File: config.mk
export PLATFORM = sky130hd
export DESIGN_NAME = mst_fifo_pref_flat
export DESIGN_NICKNAME = d
export VERILOG_FILES = /design/src/rtl/mst_fifo_pref_pkg.sv /design/src/rtl/mst_fifo_pref_if.sv /design/src/rtl/mst_fifo_pref_ram.sv /design/src/rtl/mst_fifo_pref.sv /design/src/flat_wrapper.sv
export SDC_FILE = /design/constraint.sdc
export NUM_CORES = 1
export LEC_CHECK = 0
export CORE_ASPECT_RATIO = 1.1
export CORE_UTILIZATION = 55
export CTS_CLUSTER_SIZE = 14
export DETAILED_ROUTE_END_ITERATION = 10
export PLACE_DENSITY_LB_ADDON = 0.05
export SETUP_SLACK_MARGIN = 0.4
export SLEW_MARGIN = 10
export SYNTH_ARGS = -nofsm -noshare
export SYNTH_HDL_FRONTEND = slang
export SYNTH_SLANG_ARGS = --single-unit
File: constraint.sdc
create_clock -name clk -period 2.6 [get_ports clk]
set_input_delay 0.65 -clock clk [delete_from_list [all_inputs] [get_ports clk]]
set_output_delay 0.65 -clock clk [all_outputs]
set_load 0.005 [all_outputs]
File: src/rtl/mst_fifo_pref_pkg.sv
// Shared constants and types for the prefetch FIFO and the write state machine.
// Latency: n/a (declarations only).
// Backpressure: n/a.
//   PREF_W     : width of one prefetch word (byte-enable + 16 data bits)
//   EMPTY_WORD : value shown on the head port while the buffer is empty
//   BE_FULL    : byte-enable value stamped on every generated word
package mst_fifo_pref_pkg;

  localparam int              PREF_W     = 17;
  localparam int              LVL_W      = 5;
  localparam logic [PREF_W-1:0] EMPTY_WORD = 17'h1FFFF;
  localparam logic            BE_FULL    = 1'b1;

  typedef struct packed {
    logic        be;
    logic [15:0] dat;
  } pref_word_t;

  // Build a buffer word from a generator value.
  function automatic pref_word_t mk_word(input logic [15:0] d);
    pref_word_t w;
    w.be  = BE_FULL;
    w.dat = d;
    return w;
  endfunction

endpackage

File: src/rtl/mst_fifo_pref_if.sv
// Handshake bundle between the consumer (write state machine) and the prefetch FIFO.
// Latency: n/a (wires only).
// Backpressure: consumer pops with prefreq while prefena is high; no ready path back.
//   prefena/prefreq/pref_clr : consumer -> fifo
//   prefdout/pref_lvl/pref_err : fifo -> consumer
interface mst_fifo_pref_if;
  import mst_fifo_pref_pkg::*;

  logic              prefena;
  logic              prefreq;
  logic              pref_clr;
  logic [PREF_W-1:0] prefdout;
  logic [LVL_W-1:0]  pref_lvl;
  logic              pref_err;

  modport master (
    output prefena, prefreq, pref_clr,
    input  prefdout, pref_lvl, pref_err
  );

  modport slave (
    input  prefena, prefreq, pref_clr,
    output prefdout, pref_lvl, pref_err
  );

endinterface

File: src/rtl/mst_fifo_pref_ram.sv
// DEPTH x PREF_W storage for the prefetch FIFO; contents are not reset.
// Latency: write lands on the clock edge, read is combinational.
// Backpressure: none; the controller decides when to write.
//   clk, we, waddr, wdat : synchronous write port
//   raddr, rdat          : asynchronous read port
module mst_pref_ram
  import mst_fifo_pref_pkg::*;
#(
  parameter int DEPTH = 4,
  parameter int AW    = 2
) (
  input  logic              clk,
  input  logic              we,
  input  logic [AW-1:0]     waddr,
  input  logic [PREF_W-1:0] wdat,
  input  logic [AW-1:0]     raddr,
  output logic [PREF_W-1:0] rdat
);

  logic [PREF_W-1:0] mem [DEPTH];

  always_ff @(posedge clk) begin
    if (we) mem[waddr] <= wdat;
  end

  assign rdat = mem[raddr];

endmodule

File: src/rtl/mst_fifo_pref.sv
// Self-filling prefetch FIFO fed by an incrementing 16-bit pattern generator.
// Latency: show-ahead head word, zero read latency; a pop is visible next cycle.
// Backpressure: generator stalls while full unless a pop frees a slot that cycle.
//   clk, rst_n : clock and asynchronous active-low reset
//   pif        : slave side of mst_fifo_pref_if (prefena/prefreq/pref_clr in,
//                prefdout/pref_lvl/pref_err out)
module mst_fifo_pref
  import mst_fifo_pref_pkg::*;
#(
  parameter int          DEPTH = 4,
  parameter logic [15:0] SEED  = 16'h0000
) (
  input  logic           clk,
  input  logic           rst_n,
  mst_fifo_pref_if.slave pif
);

  localparam int               AW      = (DEPTH > 1) ? $clog2(DEPTH) : 1;
  localparam logic [LVL_W-1:0] LVL_MAX = LVL_W'(DEPTH);

  logic [AW-1:0]     wptr;
  logic [AW-1:0]     rptr;
  logic [LVL_W-1:0]  lvl;
  logic [15:0]       gen;
  logic              err;

  logic              empty;
  logic              full;
  logic              req_act;
  logic              pop;
  logic              push;
  logic              wr_en;
  logic [PREF_W-1:0] head;

  assign empty   = (lvl == '0);
  assign full    = (lvl == LVL_MAX);
  assign req_act = pif.prefreq & pif.prefena;
  assign pop     = req_act & ~empty;
  // A pop frees the slot the generator refills in the same cycle.
  assign push    = ~full | pop;
  assign wr_en   = push & ~pif.pref_clr;

  mst_pref_ram #(
    .DEPTH (DEPTH),
    .AW    (AW)
  ) u_ram (
    .clk   (clk),
    .we    (wr_en),
    .waddr (wptr),
    .wdat  (mk_word(gen)),
    .raddr (rptr),
    .rdat  (head)
  );

  always_ff @(posedge clk or negedge rst_n) begin
    if (!rst_n) begin
      wptr <= '0;
      rptr <= '0;
      lvl  <= '0;
      gen  <= SEED;
      err  <= 1'b0;
    end else if (pif.pref_clr) begin
      wptr <= '0;
      rptr <= '0;
      lvl  <= '0;
      gen  <= SEED;
      err  <= 1'b0;
    end else begin
      if (push) begin
        wptr <= wptr + AW'(1);
        gen  <= gen + 16'd1;
      end
      if (pop) rptr <= rptr + AW'(1);
      // Every pop is paired with a write, so the level only ever grows here.
      if (push && !pop) lvl <= lvl + LVL_W'(1);
      if (req_act && empty) err <= 1'b1;
    end
  end

  assign pif.prefdout = empty ? EMPTY_WORD : head;
  assign pif.pref_lvl = lvl;
  assign pif.pref_err = err;

endmodule

File: src/flat_wrapper.sv
// flat-port wrapper written by rule: the top's interface ports become plain ports
module mst_fifo_pref_flat import mst_fifo_pref_pkg::*;
#(
  parameter int          DEPTH = 4,
  parameter logic [15:0] SEED  = 16'h0000
)
  (clk, rst_n, pif_prefena, pif_prefreq, pif_pref_clr, pif_prefdout, pif_pref_lvl, pif_pref_err);
  mst_fifo_pref_if pif_i ();
  input  logic clk;
  input  logic rst_n;
  input wire logic [$bits(pif_i.prefena)-1:0] pif_prefena;
  input wire logic [$bits(pif_i.prefreq)-1:0] pif_prefreq;
  input wire logic [$bits(pif_i.pref_clr)-1:0] pif_pref_clr;
  output wire logic [$bits(pif_i.prefdout)-1:0] pif_prefdout;
  output wire logic [$bits(pif_i.pref_lvl)-1:0] pif_pref_lvl;
  output wire logic [$bits(pif_i.pref_err)-1:0] pif_pref_err;
  assign pif_i.prefena = pif_prefena;
  assign pif_i.prefreq = pif_prefreq;
  assign pif_i.pref_clr = pif_pref_clr;
  assign pif_prefdout = pif_i.prefdout;
  assign pif_pref_lvl = pif_i.pref_lvl;
  assign pif_pref_err = pif_i.pref_err;
  mst_fifo_pref #(.DEPTH(DEPTH), .SEED(SEED)) u_core (.clk(clk), .rst_n(rst_n), .pif(pif_i));
endmodule
==> flow_metrics.env, run 1 <==
export IMPL_start_util_pct=58.0
export IMPL_power_w=0.00402
export IMPL_rows=31
export IMPL_syn2layout_area_growth_pct=24.3
export IMPL_ioPinCount=28
export IMPL_rr_endpoint="u_core.u_ram.mem[2][8]$_DFFE_PP_"
export IMPL_instances_no_fill=399
export IMPL_netlist_area_sq_um=3890
export IMPL_power_density_nw_per_um2=831
export IMPL_die_area_sq_um=7420
export IMPL_clk_pin_slew_ps=90
export IMPL_grt_pass1_wl_um=11900
export IMPL_die_w_um=82.2
export IMPL_grt_max_degree=28
export IMPL_drtIter0Drc=88
export IMPL_vias_per_cell=5.75
export IMPL_period_share_pct=97.8
export IMPL_ys_seq_area_share_pct=66.0
export IMPL_final_nets=324
export IMPL_path_max_fanout=5
export IMPL_wl_um=7240
export IMPL_layout_cells_most_common_list="64 x edfxtp_1, 25 x dfrtp_1, 24 x buf_6, 18 x buf_4, 17 x or2_4"
export IMPL_htree_levels=3
export IMPL_cts_made_buffers=9
export IMPL_critical_path_class="flip-flop to primary output"
export IMPL_grt_pass1_vias=2358
export IMPL_yosysWarningCount=0
export IMPL_async_reset_ff_share_pct=28.9
export IMPL_rsz0062_at_grt="true"
export IMPL_coreArea_sq_um=6710
export IMPL_grt_use_total_pct=22.5
export IMPL_setup_tns_ps=0
export IMPL_leakagePower_nw=1.78
export IMPL_fmax_ghz=0.393
export IMPL_hold_ws_ps=504
export IMPL_r2r_cells=6
export IMPL_syn_num_nets=263
export IMPL_skew_ps=7.10
export IMPL_cts_buffer_depth=2
export IMPL_status="finished clean"
export IMPL_start_kind="flip-flop"
export IMPL_syn_inst=251
export IMPL_cts_tree="yes"
export IMPL_worstPathArrival_ps=1890
export IMPL_hold_path_end="u_core.pif.pref_err$_DFFE_PN0P_"
export IMPL_grt_overflow=0
export IMPL_worst_slew_pin_slew_ps=513
export IMPL_gp_congestion=0.762
export IMPL_rr_startpoint="u_core.pif.pref_lvl[0]$_DFFE_PN0P_"
export IMPL_ir_drop_mv=0.502
export IMPL_final_common_cell="edfxtp_1"
export IMPL_n_antenna_cell=0
export IMPL_min_path_type="flip-flop to flip-flop"
export IMPL_fillers=461
export IMPL_portBuffers=26
export IMPL_cp_cell_sequence="buf_12 -> buf_8 -> mux4_2 -> or2_4 -> buf_6"
export IMPL_synth_ff_latch_count=90
export IMPL_die_h_um=90.3
export IMPL_hold_buffers=0
export IMPL_antenna_found_initial=0
export IMPL_clock_sinks=90
export IMPL_dr_total_vias=2295
export IMPL_hpwl_um=4500
export IMPL_cp_slowest_cell="mux4_2"
export IMPL_cp_required_ps=1950
export IMPL_r2r_setup_slack_ps=630
export IMPL_clk_insertion_delay_late_ps=350
export IMPL_dp_cells=366
export IMPL_min_period_ps=2540
export IMPL_synth_flop_cell="edfxtp_1"
export IMPL_clockRootBuffer="clkbuf_8"
export IMPL_synth_distinct_cells=41
export IMPL_finalSetupViolations=0
export IMPL_remaining_drc_errors=0
export IMPL_final_max_slew_viol_count=0
export IMPL_ant_nets=0
export IMPL_syn_area_per_cell_sq_um=15.5
export IMPL_drt_wirelength_per_cell_um=18.1
export IMPL_max_cap_viol_count=0
export IMPL_drt_pass1_iterations=4
export IMPL_min_delay_path_depth=2
export IMPL_hold_viol=0
export IMPL_final_layout_size_suffix_gt1_share_pct=34.4
export IMPL_cp_end_kind="primary output"
export IMPL_hold_start="u_core.pif.pref_err$_DFFE_PN0P_"
export IMPL_relSlewSlack_pct=65.6
export IMPL_synth_edff_count=64
export IMPL_crit_path_max_incr_delay_ps=490
## synth_stat cells (2+ instances only)
master	count	share of area, %
edfxtp_1	64	49
dfrtp_1	26	17
mux4_2	16	9.3
or2_2	16	2.6
a21oi_1	15	1.9
nor2_1	15	1.4
xnor2_1	10	2.2
inv_1	9	0.87
ha_1	7	2.2
nand3_1	7	0.90
nand2_1	6	0.58
o31ai_1	6	1.2
or4_1	6	1.2
and2_1	5	0.80
clkbuf_1	4	0.39
nand4_1	4	0.64
o21ai_0	4	0.51
a211oi_1	3	0.58
mux2i_1	3	0.77
buf_2	2	0.26
clkbuf_8	2	0.71
or3_2	2	0.39
## metal layers
| layer | up-vias | part of all wire, % | global-route usage, % |
|---|---|---|---|
| met4 | 0 | 1.6 | 9.36 |
| met3 | 10 | 3.6 | 4.44 |
| met5 | - | 0 | 0 |
| li1 | 1067 | - | - |
| met1 | 1166 | 44 | 30.4 |
| met2 | 52 | 51 | 35.3 |
## cells by family (layout without fill, tap and decap cells)
logic type | after synthesis | after routing | share of synthesized area, %
AO/OA/AOI/OAI | 34 | 34 | 6.04
other | 1 | 1 | 0.0963
XOR/XNOR | 11 | 11 | 2.47
buffers and inverters | 20 | 86 | 2.79
multiplexers | 19 | 19 | 10.0
adder cells (fa/ha/maj) | 7 | 7 | 2.25
flip-flops | 90 | 90 | 66.0
AND/OR/NAND/NOR | 69 | 69 | 10.3
## state kept, by name, summed over array words and instances, names as in the netlist
signal and cells:
u_core.u_ram.mem 64, u_core.rptr 2, u_core.pif.pref_lvl 5, u_core.pif.pref_err 1, u_core.wptr 2, u_core.gen 16
## final cells by class
class	count	area, sq um	share of cell area [%]
clock inverter	6	63.8	1.32
inverter	9	33.8	0.697
timing repair buffer	61	661	13.6
tap	82	103	2.12
sequential	90	2570	53.1
multi-input combinational	141	1280	26.5
clock buffer	10	128	2.63
## metrics by stage
step / cell area [sq um] / worst slack, ps / util, %
4_1_cts: 4780 / 15.8 / 71.2
2_1_floorplan: 3900 / 429 / -
3_5_place_dp: 4370 / 87.4 / 65.2
6_report: 4840 / 58.4 / 72.2
3_3_place_gp: 4370 / 103 / 65.2
5_1_grt: 4840 / -13.9 / 72.2
## where the power goes
group	total, W	internal, W	switching (W)
registers	0.00174	0.00167	0.0000657
logic	0.00136	0.000836	0.000519
clock network	0.000931	0.000447	0.000484
total	0.00402	0.00295	0.00107
## worst max-delay path: cells and delay by family, from the launching register on
kind                   cells  cell delay, ps
and+or+nand+nor            1             240
DFF                        1             450
muxes                      1             490
buffers and inverters      3             350
## repair_timing
action | in CTS | in global routing
setup endpoints to repair | 16 | 16
pin swaps | 0 | 1
gates resized for setup | 106 | 10
gates cloned | 2 | 0
buffers inserted | 13 | 2
## how the worst max path moves through the flow
| stage | start | to | cells after the start |
|---|---|---|---|
| final | u_core.rptr[0]$_DFFE_PN0P_ | pif_prefdout[10] | 5 |
| after global routing | u_core.rptr[0]$_DFFE_PN0P_ | pif_prefdout[4] | 5 |
| after CTS | u_core.rptr[0]$_DFFE_PN0P_ | pif_prefdout[10] | 5 |
| after detailed placement | u_core.pif.pref_lvl[1]$_DFFE_PN0P_ | pif_prefdout[11] | 6 |
| after global placement | u_core.pif.pref_lvl[0]$_DFFE_PN0P_ | pif_prefdout[12] | 6 |
| after floorplan | u_core.pif.pref_lvl[0]$_DFFE_PN0P_ | pif_prefdout[10] | 6 |
No activity file was read; power rests on OpenSTA's default activity.
==> run 2, diff against run 1 <==
--- a/config.mk
+++ b/config.mk
@@ -5,7 +5,7 @@
 export SDC_FILE = /design/constraint.sdc
 export NUM_CORES = 1
 export LEC_CHECK = 0
-export CORE_ASPECT_RATIO = 1.1
+export CORE_ASPECT_RATIO = 0.75
 export CORE_UTILIZATION = 55
 export CTS_CLUSTER_SIZE = 14
 export DETAILED_ROUTE_END_ITERATION = 10
==> run 2 against run 1 <==
Against the previous run:
- critical path depth stayed put
- highest routed layer unchanged
- combinational power is 3% lower
- flip-flop and latch count stayed put
- sequential share of layout area is 0.19 points higher
- worst hold slack better by 20 ps
- sequential power hardly changed
- count of clock-buffer cells in the layout stayed put
==> flow_metrics.env, run 2 (synthesis results as in run 1) <==
export IMPL_status="finished clean"
export IMPL_portBuffers=26
export IMPL_crit_path_max_incr_delay_ps=490
export IMPL_path_common_cell="buf_6"
export IMPL_instances_no_fill=398
export IMPL_remaining_drc_errors=0
export IMPL_critical_path_class="flip-flop to primary output"
export IMPL_cp_required_ps=1950
export IMPL_path_max_fanout=4
export IMPL_leakagePower_nw=1.77
export IMPL_n_antenna_cell=0
export IMPL_ioPinCount=28
export IMPL_syn2layout_area_growth_pct=23.9
export IMPL_cts_tree="yes"
export IMPL_pwr_share_seq_pct=43.5
export IMPL_cp_end_kind="primary output"
export IMPL_start_util_pct=57.0
export IMPL_wl_um=7330
export IMPL_die_area_sq_um=7430
export IMPL_hold_viol=0
export IMPL_skew_ps=11.4
export IMPL_dr_total_vias=2260
export IMPL_drtIter0Drc=131
export IMPL_coreArea_sq_um=6830
export IMPL_hold_buffers=0
export IMPL_layout_cells_most_common_list="64 x edfxtp_1, 25 x dfrtp_1, 22 x buf_6, 16 x mux4_2, 16 x or2_4"
export IMPL_grt_max_degree=28
export IMPL_clock_sinks=90
export IMPL_antenna_found_initial=0
export IMPL_path_delay_family="multiplexers"
export IMPL_rows=26
export IMPL_die_w_um=99.2
export IMPL_path_buf_inv=3
export IMPL_fillers=477
export IMPL_final_nets=321
export IMPL_cts_buffer_depth=2
export IMPL_p_clk_share_pct=23.5
export IMPL_grt_pass1_vias=2204
export IMPL_multiInputGateArea_sq_um=1270
export IMPL_clockRootBuffer="clkbuf_8"
export IMPL_min_period_ps=2560
export IMPL_final_max_slew_viol_count=0
export IMPL_hold_ws_ps=524
export IMPL_ant_nets=0
export IMPL_min_path_type="flip-flop to flip-flop"
export IMPL_relSlewSlack_pct=66.1
export IMPL_max_cap_viol_count=0
export IMPL_worstPathArrival_ps=1910
export IMPL_vias_per_cell=5.68
export IMPL_cellInternalPower_w=0.00293
export IMPL_rsz0062_at_grt="true"
export IMPL_min_delay_path_depth=2
export IMPL_seq_area_sq_um=2570
export IMPL_final_layout_size_suffix_gt1_share_pct=34.1
export IMPL_finalSetupViolations=0
export IMPL_drt_wirelength_per_cell_um=18.4
export IMPL_hpwl_um=4420
export IMPL_postLayoutCellArea_sq_um=4830
export IMPL_start_kind="flip-flop"
export IMPL_die_h_um=74.9
export IMPL_switching_share_pct=26.7
export IMPL_clk_insertion_delay_late_ps=350
export IMPL_cp_slowest_cell="mux4_2"
export IMPL_crit_cells=5
export IMPL_power_density_nw_per_um2=830
export IMPL_final_common_cell="edfxtp_1"
export IMPL_r2r_cells=7
export IMPL_top_register="u_core.u_ram.mem"
export IMPL_dpl_cell_area_sq_um=4370
export IMPL_grt_overflow=0
export IMPL_ir_drop_mv=0.400
export IMPL_worst_slew_pin_slew_ps=494
export IMPL_dp_cells=366
export IMPL_cp_cell_sequence="buf_12 -> buf_6 -> mux4_2 -> or2_4 -> buf_6"
export IMPL_htree_levels=3
export IMPL_largest_register_ffs=64
export IMPL_drt_pass1_iterations=4
export IMPL_clk_pin_slew_ps=80
export IMPL_grt_use_total_pct=22.3
export IMPL_period_share_pct=98.4
export IMPL_pwr_share_comb_pct=33.0
export IMPL_grt_pass1_wl_um=11800
export IMPL_p_switching_w=0.00107
export IMPL_fmax_ghz=0.391
export IMPL_gp_congestion=0.739
export IMPL_cts_made_buffers=9
run 2: layout make-up:
cell class	instances	share of cell area, %
flip-flops and latches	90	53.3
multi-input cells	141	26.4
repair buffers	58	13.2
clock buffers	10	2.64
well taps	84	2.18
clock inverters	6	1.50
inverters	9	0.700
run 2: final timing paths:
path	to	from	slack (ps)
hold / removal	u_core.pif.pref_err$_DFFE_PN0P_	u_core.pif.pref_err$_DFFE_PN0P_	520
setup / recovery	pif_prefdout[7]	u_core.rptr[0]$_DFFE_PN0P_	40
max in group asynchronous	u_core.rptr[0]$_DFFE_PN0P_	rst_n	1650
min in group asynchronous	u_core.pif.pref_lvl[4]$_DFFE_PN0P_	rst_n	670
setup reg to reg	u_core.pif.pref_lvl[2]$_DFFE_PN0P_	u_core.pif.pref_lvl[1]$_DFFE_PN0P_	530
hold reg to reg	u_core.pif.pref_err$_DFFE_PN0P_	u_core.pif.pref_err$_DFFE_PN0P_	520
run 2: layer usage:
metal	up-vias	wire [um]	track usage, %
met5	-	0	0
met4	0	89	6.05
met3	6	310	5.94
met2	56	3410	36.5
met1	1131	3520	30.4
li1	1067	-	-
run 2: power groups by stage:
| stage | Sequential (W) | Clock [W] | Combinational, W |
|---|---|---|---|
| floorplan | 0.00176 | 0 | 0.000525 |
| global placement | 0.00176 | 0 | 0.00103 |
| detailed placement | 0.00177 | 0 | 0.00104 |
| CTS | 0.00174 | 0.000968 | 0.00131 |
| global route | 0.00176 | 0.00103 | 0.00143 |
| finish | 0.00174 | 0.000939 | 0.00132 |
run 2: timing repair:
action / 4_1_cts / 5_1_grt
setup buffers: 14 / 0
gates cloned: 2 / 0
resized for setup: 102 / 4
endpoints found under the setup margin: 16 / 66
pin swaps: 1 / 1
run 2: tightest hold or removal path: cells and delay by family (launching register included):
kind	cells	cell delay, ps
flip-flops	1	360
AND/OR/NAND/NOR	1	80
AO/OA/AOI/OAI	1	50
run 2: per-stage QoR:
step | setup TNS (ps) | util, % | worst slack, ps | power [W]
floorplan | 0 | - | 429 | 0.00228
global placement | 0 | 64.0 | 162 | 0.00279
detailed placement | 0 | 64.0 | 150 | 0.00281
CTS | 0 | 70.3 | 31.1 | 0.00402
global route | -27.2 | 70.6 | -12.4 | 0.00421
finish | 0 | 70.6 | 41.7 | 0.00400
==> patch 1, RTL diff (config.mk and constraints of run 1) <==
Set the package constant `LVL_W` to 10 (it was 5).
--- a/src/rtl/mst_fifo_pref_pkg.sv
+++ b/src/rtl/mst_fifo_pref_pkg.sv
@@ -9,3 +9,3 @@
   localparam int              PREF_W     = 17;
-  localparam int              LVL_W      = 5;
+  localparam int              LVL_W      = 10;
   localparam logic [PREF_W-1:0] EMPTY_WORD = 17'h1FFFF;
Ports: changed (resized pif_pref_lvl); port bits go from 28 to 33. No check against the original RTL was run, so the function may have changed too.
==> patch 1 against run 1 <==
  * The flow now finishes with violations (negative setup slack)
  * Routed wire length rose by 16%
  * Synthesized cell count up 12%
  * Largest cell class unchanged
  * Total power down 6.1%
  * Area after synthesis is 9.3% higher
  * Largest power group unchanged
  * Design area up 12%
  * Sequential cell count increased by 5
  * Setup slack got worse by 0.32 ns
==> patch 1: results (changes against run 1) <==
| Metric | Value |
|---|---|
| FFs & Latches | `95 (was 90)` |
| First-pass GRT wire length | `12.9 mm (was 11.9 mm)` |
| Fin nets | `365 (was 324)` |
| Largest net degree at the start of global routing | `32 (was 28)` |
| Post-Place Setup Slack | `-0.141 ns (was 0.0874 ns)` |
| Via count | `2615 (was 2295)` |
| Combinational share of power | `29.5% (was 33.7%)` |
| Mapped Area | `0.00426 sq mm (was 0.00389 sq mm)` |
| Global Route met2 Usage | `35.3% (about the same)` |
| Share of cells above drive strength 1 | `36.3% (was 34.4%)` |
| Maximum vdd drop | `0.000414 V (was 0.000502 V)` |
| Outcome | `finished with violations (was complete, no violations)` |
| Clock power share | `23.6% (was 23.1%)` |
| Max-slew headroom | `64.3% (was 65.6%)` |
| DP Wirelength | `4.97 mm (was 4.50 mm)` |
| Crit path DAT | `2.21 ns (was 1.89 ns)` |
| Metal2 WL | `4.34 mm (was 3.66 mm)` |
| GPL Wtd Cong | `0.773 (was 0.762)` |
| Worst reg2reg setup slack | `0.41 ns (was 0.63 ns)` |
| Failing checks | `negative setup slack` |
| Setup TNS | `-2.67 ns (was 0 ns)` |
| Synth unique cells | `49 (was 41)` |
| Routed length on met3 | `272 um (was 259 um)` |
| Non-clk invs | `5 (was 9)` |
| PnR worst setup slack | `-0.259 ns (was 0.0584 ns)` |
| Buffer share of cell area | `14.4% (was 13.6%)` |
| Footprint of the multi-input gates | `0.00161 sq mm (was 0.00128 sq mm)` |
| Max Clock Skew | `0.0151 ns (was 0.00710 ns)` |
| Internal Power | `2.79 mW (was 2.95 mW)` |
| # fillers | `499 (was 461)` |
| Initial DRC count | `187 (was 88)` |
| Top area cells in the synthesized netlist | `edfxtp_1, dfrtp_1, mux4_2 (unchanged)` |
| Top cells by count, synth | `edfxtp_1, dfrtp_1, nor2_1, or2_2, mux4_2 (was edfxtp_1, dfrtp_1, mux4_2, or2_2)` |
| Reg area | `0.00270 sq mm (was 0.00257 sq mm)` |
| Vias in the first global route | `2488 (was 2358)` |
| Number of flops mapped to enable cells by yosys | `64 (unchanged)` |
| WL final | `8.37 mm (was 7.24 mm)` |
| Endpoints failing setup | `16 (was 0)` |
| Final instance area | `0.00542 sq mm (was 0.00484 sq mm)` |
| GRT Total Usage | `21.7% (was 22.5%)` |
| Sequential cell area fraction in the yosys report | `63.4% (was 66.0%)` |
| Comb_multi_in | `170 (was 141)` |
| HP Class | `reg2reg (unchanged)` |
| Non-Clock Buffer Count | `72 (was 61)` |
| Port bufs | `31 (was 26)` |
| Net Count, Synth | `294 (was 263)` |
| Clock buffers | `10 (unchanged)` |
| Pleak | `2.01 nW (was 1.78 nW)` |
| Clk tree area frac | `3.32% (was 3.95%)` |
[patch 1: cell types whose count changed after synthesis, sizes merged, moves of 5 or more]
cell,delta
a21oi,-6
xor2,+9
dfrtp,+5
and3,+5
nor2,+9
[patch 1: logic make-up after synthesis]
family / after synthesis / share of synthesized area [%]
flip-flops: 95 / 63.4
AND/OR/NAND/NOR: 93 / 13.9
AO/OA/AOI/OAI: 28 / 4.68
multiplexers: 23 / 10.2
buffers and inverters: 19 / 2.41
XOR/XNOR: 16 / 3.29
adder cells (fa/ha/maj): 7 / 2.06
other: 1 / 0.0881
[patch 1: timing repair]
action                     in CTS  in global routing
cloned                          1                  2
resized for setup             104                 18
pin swaps                      20                 10
setup endpoints to repair      16                 93
setup buffers                   9                  5
[patch 1: path summary, 6_finish.rpt]
check / from / end / cells past startpoint
hold / removal: u_core.pif.pref_err / u_core.pif.pref_err / 2
max in group asynchronous: rst_n / u_core.pif.pref_lvl[9] / 2
min in group asynchronous: rst_n / u_core.pif.pref_lvl[0] / 2
setup reg to reg: u_core.pif.pref_lvl[0] / u_core.u_ram.mem[3][2] / 10
hold reg to reg: u_core.pif.pref_err / u_core.pif.pref_err / 2
setup / recovery: u_core.pif.pref_lvl[0] / pif_prefdout[4] / 9
[patch 1: stage by stage]
step / power, mW / hold slack (ns) / instances
finish: 3.78 / 0.512 / 463
global route: 3.94 / 0.571 / 463
CTS: 3.71 / 0.524 / 456
detailed placement: 2.61 / 0.497 / 430
global placement: 2.60 / 0.489 / 430
floorplan: 2.21 / 0.354 / 282
[patch 1: critical path: stages (launching register included)]
cell and delay [ns]:
dfrtp_1 0.40, inv_2 0.08, ha_4 0.13, or4b_4 0.47, nor3_4 0.25, buf_6 0.15
buf_6 0.10, buf_6 0.09, or2_4 0.10, buf_6 0.08
==> patch 2, RTL diff (settings of run 1) <==
Without the edit above. Reset style: synchronous (`rst_n`), changed in one clocked block. Comments in the files are not updated.
--- a/src/rtl/mst_fifo_pref.sv
+++ b/src/rtl/mst_fifo_pref.sv
@@ -54,3 +54,3 @@
 
-  always_ff @(posedge clk or negedge rst_n) begin
+  always_ff @(posedge clk) begin
     if (!rst_n) begin
Formal check against the unedited RTL: differs if rst_n is asserted again (counterexample within 4 cycles, from zero or initial values and one cycle with rst_n low); with rst_n held inactive, the same outputs for 10 cycles.
==> patch 2 against run 1 <==
  * Critical path depth did not move
  * Area after synthesis fell by 2.1%
  * Final cell count did not move
  * Count of clock-buffer cells in the layout rose by 1
  * Design area fell by 3.0%
  * Routed wire length fell by 5.4%
  * Setup slack improved by 0.052 ns
  * Non-clock buffer count fell by 6
  * Sequential cell count rose by 2
Power is not compared: it rests on default switching activity, and its combinational part moved more than twofold at a synthesized area within 25%.
==> patch 2: results (changes against run 1) <==
| Metric | Value |
|---|---|
| Largest net degree at the start of global routing | `17 (was 28)` |
| Global Route met2 Usage | `33.1% (was 35.3%)` |
| Fin util | `70.8% (was 72.2%)` |
| Vias in the first global route | `2073 (was 2358)` |
| Post-synth ARST share | `0% (was 28.9%)` |
| Crit path DAT | `1.84 ns (was 1.89 ns)` |
| Worst slack on hold paths | `0.485 ns (was 0.504 ns)` |
| Met1 GRT Util | `29.0% (was 30.4%)` |
| Clock slew at reported path FFs | `0.08 ns` |
| CP max FO | `8 (was 5)` |
| Max Clock Skew | `0.00853 ns (was 0.00710 ns)` |
| Initial DRC count | `159 (was 88)` |
| Worst reg2reg setup slack | `0.63 ns (about the same)` |
| Metal2 WL | `3.37 mm (was 3.66 mm)` |
| Outcome | `complete, no violations (unchanged)` |
| DP Wirelength | `4.27 mm (was 4.50 mm)` |
| Met3 GRT Util | `4.29% (was 4.44%)` |
| Sequential cell area fraction in the yosys report | `65.1% (was 66.0%)` |
| Top cells by count, synth | `edfxtp_1, dfxtp_1, nor2_1, mux4_2, or2_2 (was edfxtp_1, dfrtp_1, mux4_2, or2_2)` |
| Wl on met1 | `3.08 mm (was 3.20 mm)` |
| Top area cells in the synthesized netlist | `edfxtp_1, dfxtp_1, mux4_2 (was edfxtp_1, dfrtp_1, mux4_2)` |
| CP max stage delay | `0.48 ns` |
| GRT Total Usage | `21.2% (was 22.5%)` |
| WL final | `6.84 mm (was 7.24 mm)` |
| Worst skew pair latency | `0.36 ns` |
| WL per Instance | `17.2 um (was 18.1 um)` |
| Worst Tran Pin Value | `0.649 ns (was 0.513 ns)` |
| Mapped Cells | `257 (was 251)` |
| Diodes inserted | `0 (unchanged)` |
| GPL Wtd Cong | `0.711 (was 0.762)` |
| Net Count, Synth | `269 (was 263)` |
| Share of cells above drive strength 1 | `33.1% (was 34.4%)` |
==> patch 2: logic make-up after synthesis <==
kind of cell / count (synthesis) / synth area share, %
DFF: 92 / 65.1
and+or+nand+nor: 75 / 10.7
AOI/OAI and AO/OA: 26 / 5.02
muxes: 21 / 10.9
buffers and inverters: 20 / 2.46
xor gates and xnor gates: 15 / 3.44
adders and majority gates: 7 / 2.30
other: 1 / 0.0983
==> patch 2: through the flow <==
stage | total power [mW] | setup slack, ns
after detailed placement | 1.81 | 0.148
after global routing | 2.76 | 0.0373
after CTS | 2.69 | 0.0896
after floorplan | 1.72 | 0.448
final | 2.66 | 0.111
after global placement | 1.80 | 0.161
==> patch 2: path summary, 6_finish.rpt <==
| path | to | cells past startpoint | start |
|---|---|---|---|
| max | pif_prefdout[12] | 5 | flop |
| min | u_core.pif.pref_err | 2 | u_core.pif.pref_err |
| max reg2reg | u_core.gen[15] | 6 | u_core.pif.pref_lvl[0] |
| min reg2reg | u_core.pif.pref_err | 2 | u_core.pif.pref_err |
==> patch 2: area by class of cell <==
class	count	area, sq um
Sequential cell	92	2490
Fill cell	461	1940
Multi-Input combinational cell	145	1290
Tap cell	82	103
Inverter	9	33.8
Clock buffer	11	141
Clock inverter	5	36.3
Timing Repair Buffer	55	602
==> patch 2: critical path: cells and delay by family, from the launching register on <==
kind / cells / cell delay, ns
simple gates: 1 / 0.24
flops: 1 / 0.40
mux: 1 / 0.48
buf+inv: 3 / 0.37
==> patch 2: repair_timing <==
action,CTS,global route
cloned,2,0
resized for setup,113,2
endpoints found under the setup margin,16,16
buffers inserted,12,0
hold endpoints to repair,0,0
